$ cat src/rtl/i2s_transceiver_if.sv
// Parallel sample handshake between the I2S transceiver and its upstream/downstream audio logic.
// The master side supplies DAC samples and consumes ADC samples; the transceiver is the slave.
interface i2s_transceiver_if #(
    parameter int DATA_WIDTH = 24
);
    logic [DATA_WIDTH-1:0] tx_left;
    logic [DATA_WIDTH-1:0] tx_right;
    logic                  tx_ready;
    logic [DATA_WIDTH-1:0] rx_left;
    logic [DATA_WIDTH-1:0] rx_right;
    logic                  rx_valid;

    modport master (
        output tx_left, tx_right,
        input  tx_ready, rx_left, rx_right, rx_valid
    );

    modport slave (
        input  tx_left, tx_right,
        output tx_ready, rx_left, rx_right, rx_valid
    );
endinterface

$ cat src/rtl/i2s_transceiver.sv
// Philips I2S transceiver running in the mclk domain on divider-generated sclk/lrclk.
// RX deserialises sdin into left/right pairs; TX serialises DAC samples onto sdout.
module i2s_transceiver #(
    parameter int DATA_WIDTH = 24,
    parameter int SLOT_WIDTH = 32
) (
    input  logic              mclk,
    input  logic              rst,
    input  logic              sclk,
    input  logic              lrclk,
    input  logic              sdin,
    output logic              sdout,
    i2s_transceiver_if.slave  bus
);
    localparam int CW = $clog2(DATA_WIDTH + 2);
    localparam logic [CW-1:0] CNT_LAST = CW'(DATA_WIDTH);
    localparam logic [CW-1:0] CNT_ONE  = CW'(1);

    if (DATA_WIDTH > SLOT_WIDTH - 1) begin : g_bad_width
        $error("DATA_WIDTH must not exceed SLOT_WIDTH-1");
    end

    logic sclk_d;
    logic lrclk_d;
    logic rise;
    logic fall;
    logic lr_chg;
    logic left_start;

    assign rise       = sclk & ~sclk_d;
    assign fall       = ~sclk & sclk_d;
    assign lr_chg     = lrclk ^ lrclk_d;
    assign left_start = fall & lr_chg & ~lrclk;

    always_ff @(posedge mclk or posedge rst) begin
        if (rst) begin
            sclk_d  <= 1'b0;
            lrclk_d <= 1'b0;
        end else begin
            sclk_d  <= sclk;
            lrclk_d <= lrclk;
        end
    end

    logic                  rx_lr;
    logic                  rx_ch;
    logic                  rx_synced;
    logic                  left_ok;
    logic                  rx_valid_q;
    logic [CW-1:0]         rx_cnt;
    logic [DATA_WIDTH-1:0] rx_sr;
    logic [DATA_WIDTH-1:0] left_hold;
    logic [DATA_WIDTH-1:0] rx_left_q;
    logic [DATA_WIDTH-1:0] rx_right_q;
    logic [DATA_WIDTH-1:0] rx_word;

    assign rx_word = {rx_sr[DATA_WIDTH-2:0], sdin};

    // left_ok is cleared at every left delay bit, so a short left half never pairs with a right word
    always_ff @(posedge mclk or posedge rst) begin
        if (rst) begin
            rx_lr      <= 1'b0;
            rx_ch      <= 1'b0;
            rx_synced  <= 1'b0;
            left_ok    <= 1'b0;
            rx_valid_q <= 1'b0;
            rx_cnt     <= '0;
            rx_sr      <= '0;
            left_hold  <= '0;
            rx_left_q  <= '0;
            rx_right_q <= '0;
        end else begin
            rx_valid_q <= 1'b0;
            if (rise) begin
                rx_lr <= lrclk;
                if (lrclk != rx_lr) begin
                    rx_cnt <= CNT_ONE;
                    rx_ch  <= lrclk;
                    if (!lrclk) begin
                        rx_synced <= 1'b1;
                        left_ok   <= 1'b0;
                    end
                end else if (rx_cnt != '0 && rx_cnt <= CNT_LAST) begin
                    rx_sr  <= rx_word;
                    rx_cnt <= rx_cnt + CNT_ONE;
                    if (rx_cnt == CNT_LAST) begin
                        if (!rx_ch && rx_synced) begin
                            left_hold <= rx_word;
                            left_ok   <= 1'b1;
                        end else if (rx_ch && left_ok) begin
                            rx_left_q  <= left_hold;
                            rx_right_q <= rx_word;
                            rx_valid_q <= 1'b1;
                            left_ok    <= 1'b0;
                        end
                    end
                end
            end
        end
    end

    assign bus.rx_left  = rx_left_q;
    assign bus.rx_right = rx_right_q;
    assign bus.rx_valid = rx_valid_q;

    logic [DATA_WIDTH-1:0] tx_buf_r;
    logic [DATA_WIDTH-1:0] tx_sr;
    logic [CW-1:0]         tx_cnt;

    // The left sample goes straight into the shifter; only the right one needs buffering for half a frame.
    always_ff @(posedge mclk or posedge rst) begin
        if (rst) begin
            tx_buf_r <= '0;
            tx_sr    <= '0;
            tx_cnt   <= '0;
            sdout    <= 1'b0;
        end else if (fall) begin
            if (lr_chg) begin
                tx_cnt <= '0;
                sdout  <= 1'b0;
                if (!lrclk) begin
                    tx_buf_r <= bus.tx_right;
                    tx_sr    <= bus.tx_left;
                end else begin
                    tx_sr <= tx_buf_r;
                end
            end else if (tx_cnt < CNT_LAST) begin
                sdout  <= tx_sr[DATA_WIDTH-1];
                tx_sr  <= {tx_sr[DATA_WIDTH-2:0], 1'b0};
                tx_cnt <= tx_cnt + CNT_ONE;
            end else begin
                sdout <= 1'b0;
            end
        end
    end

    // Samples are taken on the edge that closes the left-start cycle, so the pulse marks that cycle.
    assign bus.tx_ready = left_start;

endmodule

$ cat src/flat_wrapper.sv
// flat-port wrapper written by rule: the top's interface ports become plain ports
module i2s_transceiver_flat 
#(
    parameter int DATA_WIDTH = 24,
    parameter int SLOT_WIDTH = 32
)
  (mclk, rst, sclk, lrclk, sdin, sdout, bus_tx_left, bus_tx_right, bus_tx_ready, bus_rx_left, bus_rx_right, bus_rx_valid);
  i2s_transceiver_if #(.DATA_WIDTH(DATA_WIDTH)) bus_i ();
  input  logic mclk;
  input  logic rst;
  input  logic sclk;
  input  logic lrclk;
  input  logic sdin;
  output logic sdout;
  input wire logic [$bits(bus_i.tx_left)-1:0] bus_tx_left;
  input wire logic [$bits(bus_i.tx_right)-1:0] bus_tx_right;
  output wire logic [$bits(bus_i.tx_ready)-1:0] bus_tx_ready;
  output wire logic [$bits(bus_i.rx_left)-1:0] bus_rx_left;
  output wire logic [$bits(bus_i.rx_right)-1:0] bus_rx_right;
  output wire logic [$bits(bus_i.rx_valid)-1:0] bus_rx_valid;
  assign bus_i.tx_left = bus_tx_left;
  assign bus_i.tx_right = bus_tx_right;
  assign bus_tx_ready = bus_i.tx_ready;
  assign bus_rx_left = bus_i.rx_left;
  assign bus_rx_right = bus_i.rx_right;
  assign bus_rx_valid = bus_i.rx_valid;
  i2s_transceiver #(.DATA_WIDTH(DATA_WIDTH), .SLOT_WIDTH(SLOT_WIDTH)) u_core (.mclk(mclk), .rst(rst), .sclk(sclk), .lrclk(lrclk), .sdin(sdin), .sdout(sdout), .bus(bus_i));
endmodule
$ cat config.mk
export PLATFORM = sky130hd
export DESIGN_NAME = i2s_transceiver_flat
export DESIGN_NICKNAME = d
export VERILOG_FILES = /design/src/rtl/i2s_transceiver_if.sv /design/src/rtl/i2s_transceiver.sv /design/src/flat_wrapper.sv
export SDC_FILE = /design/constraint.sdc
export NUM_CORES = 1
export LEC_CHECK = 0
export ABC_AREA = 1
export CAP_MARGIN = 20
export CORE_MARGIN = 8
export CORE_UTILIZATION = 55
export CTS_CLUSTER_DIAMETER = 200
export DETAILED_ROUTE_END_ITERATION = 10
export GPL_TIMING_DRIVEN = 0
export PLACE_DENSITY = 0.81
export SLEW_MARGIN = 20
export SYNTH_ARGS = -nofsm -noshare
export SYNTH_HDL_FRONTEND = slang
export SYNTH_SLANG_ARGS = --single-unit
$ cat constraint.sdc
create_clock -name mclk -period 8 [get_ports mclk]
set_input_delay 0.8 -clock mclk [delete_from_list [all_inputs] [get_ports mclk]]
set_output_delay 0.8 -clock mclk [all_outputs]
set_load 0.005 [all_outputs]
==> results.md, run 1 <==
* Status: finished, final reports clean
* Initial antenna violation count at 0
* Critical path peak fanout at 11
* Max IR drop VDD at 0.0001370 V
* Resize count post-CTS at 0
* Seq/Total Area, Yosys at 0.5910
* Number of global-route vias before repair at 5,444
* Per-cell routed wire length at 14.02 um
* Mapped Avg Cell Area at 8.629 um2
* Fin worst setup slack at 3.760 ns
* Max-slew violations at 0
* Yosys cell types at 27
* Setup Viol. Count Final at 0
* CP Launch Point: lrclk
* Pwr dens at 240.6 nW/um2
* GRT Total Usage at 0.1956
* CTS Sinks at 161
* Synth warn at 0
* DR pass1 iterations at 4
* TritonCTS Buffers at 17
* Final net count at 971
* Post-CTS Setup Bufs at 0
* Gr ovfl total at 0
* Clk_lat worst skew at 0.43 ns
* Hold Path Origin: u_core.rx_synced
* Fmax at 235.8 MHz
* Max-cap viol count at 0
* Die Area at 16,210 um2
* Via/cell ratio at 5.054
* Worst slew margin at 0.6620
* Drt total wl at 15,330 um
* Initial core utilization at 0.5651
* Core ar. at 12,060 um2
* Clock tree buffer depth at 2
* Nature of the critical path endpoint: output pin
* Critical setup path kind: primary input to output pin
* DR iter-0 viols at 384
* Port bufs at 103
* Final Hold Viols at 0
* CTS tree: built
* Multi-input gate area at 2381 um2
* Layout cell share with drive strength beyond 1 at 0.08216
* Fillers at 904
* Syn_nets at 848
* CP startpoint kind: primary input
* Register area at 4029 um2
* Worst slew pin tran at 0.5069 ns
* First-pass GRT wire length at 25,540 um
* Clock Tree Root: clkbuf_16
* Hold Path Class: register to register
* DRC Markers at 0
* Final Critical Period at 4.240 ns
* Worst-path clk slew at 0.06 ns
* Leak at 0.004255 uW
* Mapped Cells at 790
* Diode count at 0
* Worst path most repeated cell: buf_2
* Total I/O pin count at 104
* WP buf/inv at 7
* CP arrival at 3.44 ns
* Yosys reg bits at 161
* RSZ-0062 raised after global routing: no
* WHS at 0.4550 ns
* Worst path required time at 7.20 ns
* Critical Path, Cell by Cell: clkdlybuf4s50_1 > buf_2 > inv_2 > buf_2 > ha_1 > nor2_4 > buf_2 > inv_1 > nor2_1 > clkdlybuf4s50_1
* Final Skew at 0.008261 ns
* Worst path slowest cell: clkdlybuf4s50_1
* Setup TNS at 0 ns
* Slowest Stage Delay on Critical Path at 0.53 ns
* Mapped Area at 6817 um2
* CP delay by family, top: buffers and inverters
* Die height at 127.3 um
* Pre-CTS WS at 3.804 ns
* Final period util at 0.5300
* FP Rows at 40
* # hold bufs at CTS at 0
* FF-to-FF Start: u_core.rx_cnt[0]
* Die X at 127.3 um
* P&R area growth vs syn at 27.26%
* Via count at 5,524
* H-tree depth at 4
* Routed Antenna Nets at 0
* HPWL Detailed at 11,170 um
* Largest net degree at the start of global routing at 100
* Routability cong. at 0.8412
==> flip-flops by register name, summed over array words and instances (netlist names), 5 cells and up <==
signal and cells:
u_core.bus.rx_left 24, u_core.tx_buf_r 24, u_core.tx_cnt 5, u_core.tx_sr 24, u_core.left_hold 24, u_core.bus.rx_right 24
u_core.rx_sr 23, u_core.rx_cnt 5
==> cells by family after synthesis <==
group	count (synthesis)	synth area share
buffers and inverters	85	0.05965
adders and majority gates	5	0.009178
and+or+nand+nor	428	0.2555
xor gates and xnor gates	3	0.003855
AOI/OAI and AO/OA	108	0.08077
DFF	161	0.5910
==> cell type report <==
type,count,area share
Clock buffer,22,0.05467
Inverter,44,0.01990
Tap cell,168,0.02423
Buffer,41,0.02784
Multi-Input combinational cell,544,0.2745
Timing Repair Buffer,104,0.1220
Sequential cell,161,0.4644
Clock inverter,9,0.01240
==> synthesized netlist by cell type, drive strengths merged <==
cell type | instances | area share
clkbuf | 12 | 0.0066
nor3 | 3 | 0.0022
a21oi | 27 | 0.020
ha | 5 | 0.0092
a21o | 1 | 0.0011
nand3 | 53 | 0.041
buf | 29 | 0.029
nor2 | 31 | 0.022
nand4 | 2 | 0.0018
dfrtp | 161 | 0.59
or2 | 1 | 0.00092
o21ai | 76 | 0.056
a31oi | 2 | 0.0018
xor2 | 3 | 0.0039
inv | 44 | 0.024
o211ai | 1 | 0.0011
o31ai | 1 | 0.0011
nand2 | 338 | 0.19
==> final timing paths <==
path / to / slack [ns] / cells after the start
worst max-delay path: bus_tx_ready / 3.76 / 10
worst min-delay path: u_core.rx_synced / 0.46 / 1
worst max register to register: u_core.rx_sr[10] / 6.15 / 8
worst min register to register: u_core.rx_synced / 0.46 / 1
max in group asynchronous: u_core.bus.rx_right[23] / 6.37 / 3
min in group asynchronous: u_core.bus.rx_right[15] / 0.81 / 2
==> per-layer routing <==
metal	up-vias	track usage	wire length, um
met2	156	0.3319	7372
met3	27	0.05824	1031
met4	0	0.07698	269
met1	2588	0.2289	6655
li1	2753	-	-
met5	-	0	0
==> power by group <==
group          switching (uW)  internal, uW  total, uW
combinational             169           111        280
clock                     308           481        789
sequential               85.5           932       1020
==> layout by cell type, fill, tap and decap left out, types with 7 or more instances in the layout <==
cell             count
nor2_1              25
o21ai_1             12
dfrtp_1            161
inv_1               38
nand2_1            336
clkbuf_1            14
buf_2               19
a21oi_1             27
clkdlybuf4s50_1    103
o21ai_0             64
clkbuf_16           17
nand3_1             51
buf_6                7
==> through the flow <==
step | utilization | total power (uW) | instance area, um2 | cells
detailed placement | 0.6710 | 1309 | 8093 | 1062
CTS | 0.7192 | 2097 | 8675 | 1093
finish | 0.7192 | 2087 | 8675 | 1093
floorplan | - | 1204 | 6817 | 790
global route | 0.7192 | 2184 | 8675 | 1093
global placement | 0.6681 | 1291 | 8058 | 1061
No activity file was read; power rests on OpenSTA's default activity.
==> run 2: changes to the inputs <==
--- a/config.mk
+++ b/config.mk
@@ -8,11 +8,11 @@
 export ABC_AREA = 1
 export CAP_MARGIN = 20
 export CORE_MARGIN = 8
-export CORE_UTILIZATION = 55
+export CORE_UTILIZATION = 49
 export CTS_CLUSTER_DIAMETER = 200
 export DETAILED_ROUTE_END_ITERATION = 10
 export GPL_TIMING_DRIVEN = 0
-export PLACE_DENSITY = 0.81
+export PLACE_DENSITY = 0.76
 export SLEW_MARGIN = 20
 export SYNTH_ARGS = -nofsm -noshare
 export SYNTH_HDL_FRONTEND = slang
==> constraint.sdc (replaced) <==
create_clock -name mclk -period 3.45 [get_ports mclk]
set_input_delay 0.345 -clock mclk [delete_from_list [all_inputs] [get_ports mclk]]
set_output_delay 0.345 -clock mclk [all_outputs]
set_load 0.005 [all_outputs]
==> run 2 against run 1 <==
Effect of this change:
- register-to-register slack got worse by 4.6 ns
- hold slack got worse by 0.22 ns
- critical endpoint unchanged
- via count decreased by 0.42%
- core utilization decreased by 7.7 points
- sequential power increased by 130%
- sequential cell count unchanged
- largest power group unchanged
==> results.md, run 2 (synthesized netlist as in run 1, its figures left out) <==
* Multi-input gate area at 2381 um2
* Hold Path Class: primary input to asynchronous set/reset pin
* Critical setup path kind: primary input to output pin
* Internal Power at 3652 uW
* GRT Total Usage at 0.1836
* First-pass GRT wire length at 26,610 um
* Layout cell share with drive strength beyond 1 at 0.08817
* HPWL Detailed at 11,600 um
* CP arrival at 2.95 ns
* Leak at 0.004309 uW
* Worst-path clk slew at 0.07 ns
* Crit Reg-Reg Endpoint: u_core.rx_sr[14]
* Combinational fraction of design power at 0.132
* RSZ-0062 raised after global routing: no
* Nature of the critical path endpoint: output pin
* Final Hold Viols at 0
* Routed Antenna Nets at 0
* CTS Sinks at 161
* H-tree depth at 4
* Met3 GRT Util at 0.05198
* Setup Viol. Count Final at 0
* Per-cell routed wire length at 13.96 um
* Worst slew margin at 0.6455
* R2R cell count at 8
* Clock tree buffer depth at 2
* Resize count post-CTS at 0
* FP Rows at 43
* Clock share of power at 0.396
* Commonest cells after routing, fill and taps aside: 336 x nand2_1, 161 x dfrtp_1, 103 x clkdlybuf4s50_1
* DR iter-0 viols at 325
* Via count at 5,501
* Clock Tree Root: clkbuf_16
* Fin worst setup slack at 0.1600 ns
* Post-CTS Setup Bufs at 0
* P_sw at 1330 uW
* Max IR drop VDD at 0.0003419 V
* Final Critical Period at 3.290 ns
* Total I/O pin count at 104
* Core ar. at 13,720 um2
* Fillers at 1,172
* FF-to-FF Start: u_core.rx_cnt[0]
* Worst slew pin tran at 0.5317 ns
* Initial antenna violation count at 0
* Largest net degree at the start of global routing at 35
* Via/cell ratio at 4.956
* Total power at 4982 uW
* Die X at 133.9 um
* # hold bufs at CTS at 0
* Diode count at 0
* Final period util at 0.9536
* Switch share at 0.2669
* Reg power frac at 0.472
* Critical path peak fanout at 11
* DR pass1 iterations at 5
* TritonCTS Buffers at 17
* Die height at 133.9 um
* GR met1 Demand/Resource at 0.2220
* Fmax at 304.0 MHz
* Max-cap viol count at 0
* Pwr dens at 565.6 nW/um2
* Port bufs at 103
* Initial core utilization at 0.4969
* P&R area growth vs syn at 29.20%
* Drt total wl at 15,500 um
* Crit path to: bus_tx_ready
* CP Launch Point: lrclk
* Number of global-route vias before repair at 5,589
* Gr ovfl total at 0
* Pre-CTS WS at 0.1678 ns
* Setup TNS at 0 ns
* Status: finished, final reports clean
* Max-slew violations at 0
* Register area at 4029 um2
* Clk_lat worst skew at 0.42 ns
* Routability cong. at 0.7983
* Most common cell after layout, fill and taps aside: nand2_1
* Flop2flop setup slack at 1.55 ns
* Die Area at 17,940 um2
* Gr busiest metal: met2
* CTS tree: built
* DRC Markers at 0
* Final Skew at 0.009092 ns
* Met2 usage at 0.3038
* CP startpoint kind: primary input
* Final net count at 975
* Worst path required time at 3.11 ns
## run 2: changes by cell type in the layout (fill, tap and decap cells not counted), sizes merged
cell / before / now
buf: 30 / 34
bufinv: 2 / 3
inv: 44 / 46
clkinv: 5 / 3
## run 2: area by class of cell
cell class              instances  share of cell area
clock inverters                10             0.01662
flip-flops and latches        161              0.4575
well taps                     180             0.02557
inverters                      44             0.01918
repair buffers                108              0.1284
clock buffers                  22             0.05498
multi-input cells             544              0.2704
plain buffers                  41             0.02742
## run 2: routing by layer
metal / routed length, um / up-vias
met5: 0 / -
met4: 262 / 0
met3: 1054 / 21
met2: 7406 / 141
met1: 6775 / 2573
li1: - / 2766
## run 2: critical path: stages
cell             delay (ns)
clkdlybuf4s50_1        0.49
buf_2                  0.20
inv_2                  0.11
buf_2                  0.22
ha_1                   0.36
nor2_4                 0.24
buf_2                  0.26
inv_1                  0.12
nor2_1                 0.10
clkdlybuf4s50_1        0.50
## run 2: power groups by stage
stage	Clock [uW]	Sequential (uW)	Combinational, uW
2_1_floorplan	0	2330	462
6_report	1970	2350	655
3_5_place_dp	0	2380	658
4_1_cts	2000	2350	664
3_3_place_gp	0	2370	620
5_1_grt	2090	2380	760
## run 2: worst min-delay path by stage
| stage | start | to | slack, ns | cells after the start |
|---|---|---|---|---|
| after detailed placement | u_core.rx_synced | u_core.rx_synced | 0.45 | 1 |
| final | rst | u_core.tx_cnt[0] | 0.24 | 2 |
| after floorplan | lrclk | u_core.lrclk_d | 0.38 | 0 |
| after global placement | u_core.rx_synced | u_core.rx_synced | 0.44 | 1 |
| after CTS | rst | u_core.sclk_d | 0.23 | 2 |
| after global routing | rst | u_core.sclk_d | 0.25 | 2 |
## run 2: stage by stage
stage / std cells / cell area [um2] / hold WS [ns] / util
after floorplan: 790 / 6820 / 0.3764 / -
after global placement: 1073 / 8077 / 0.4399 / 0.5887
after detailed placement: 1078 / 8177 / 0.4483 / 0.5960
after CTS: 1110 / 8807 / 0.2346 / 0.6420
after global routing: 1110 / 8807 / 0.2491 / 0.6420
final: 1110 / 8807 / 0.2362 / 0.6420
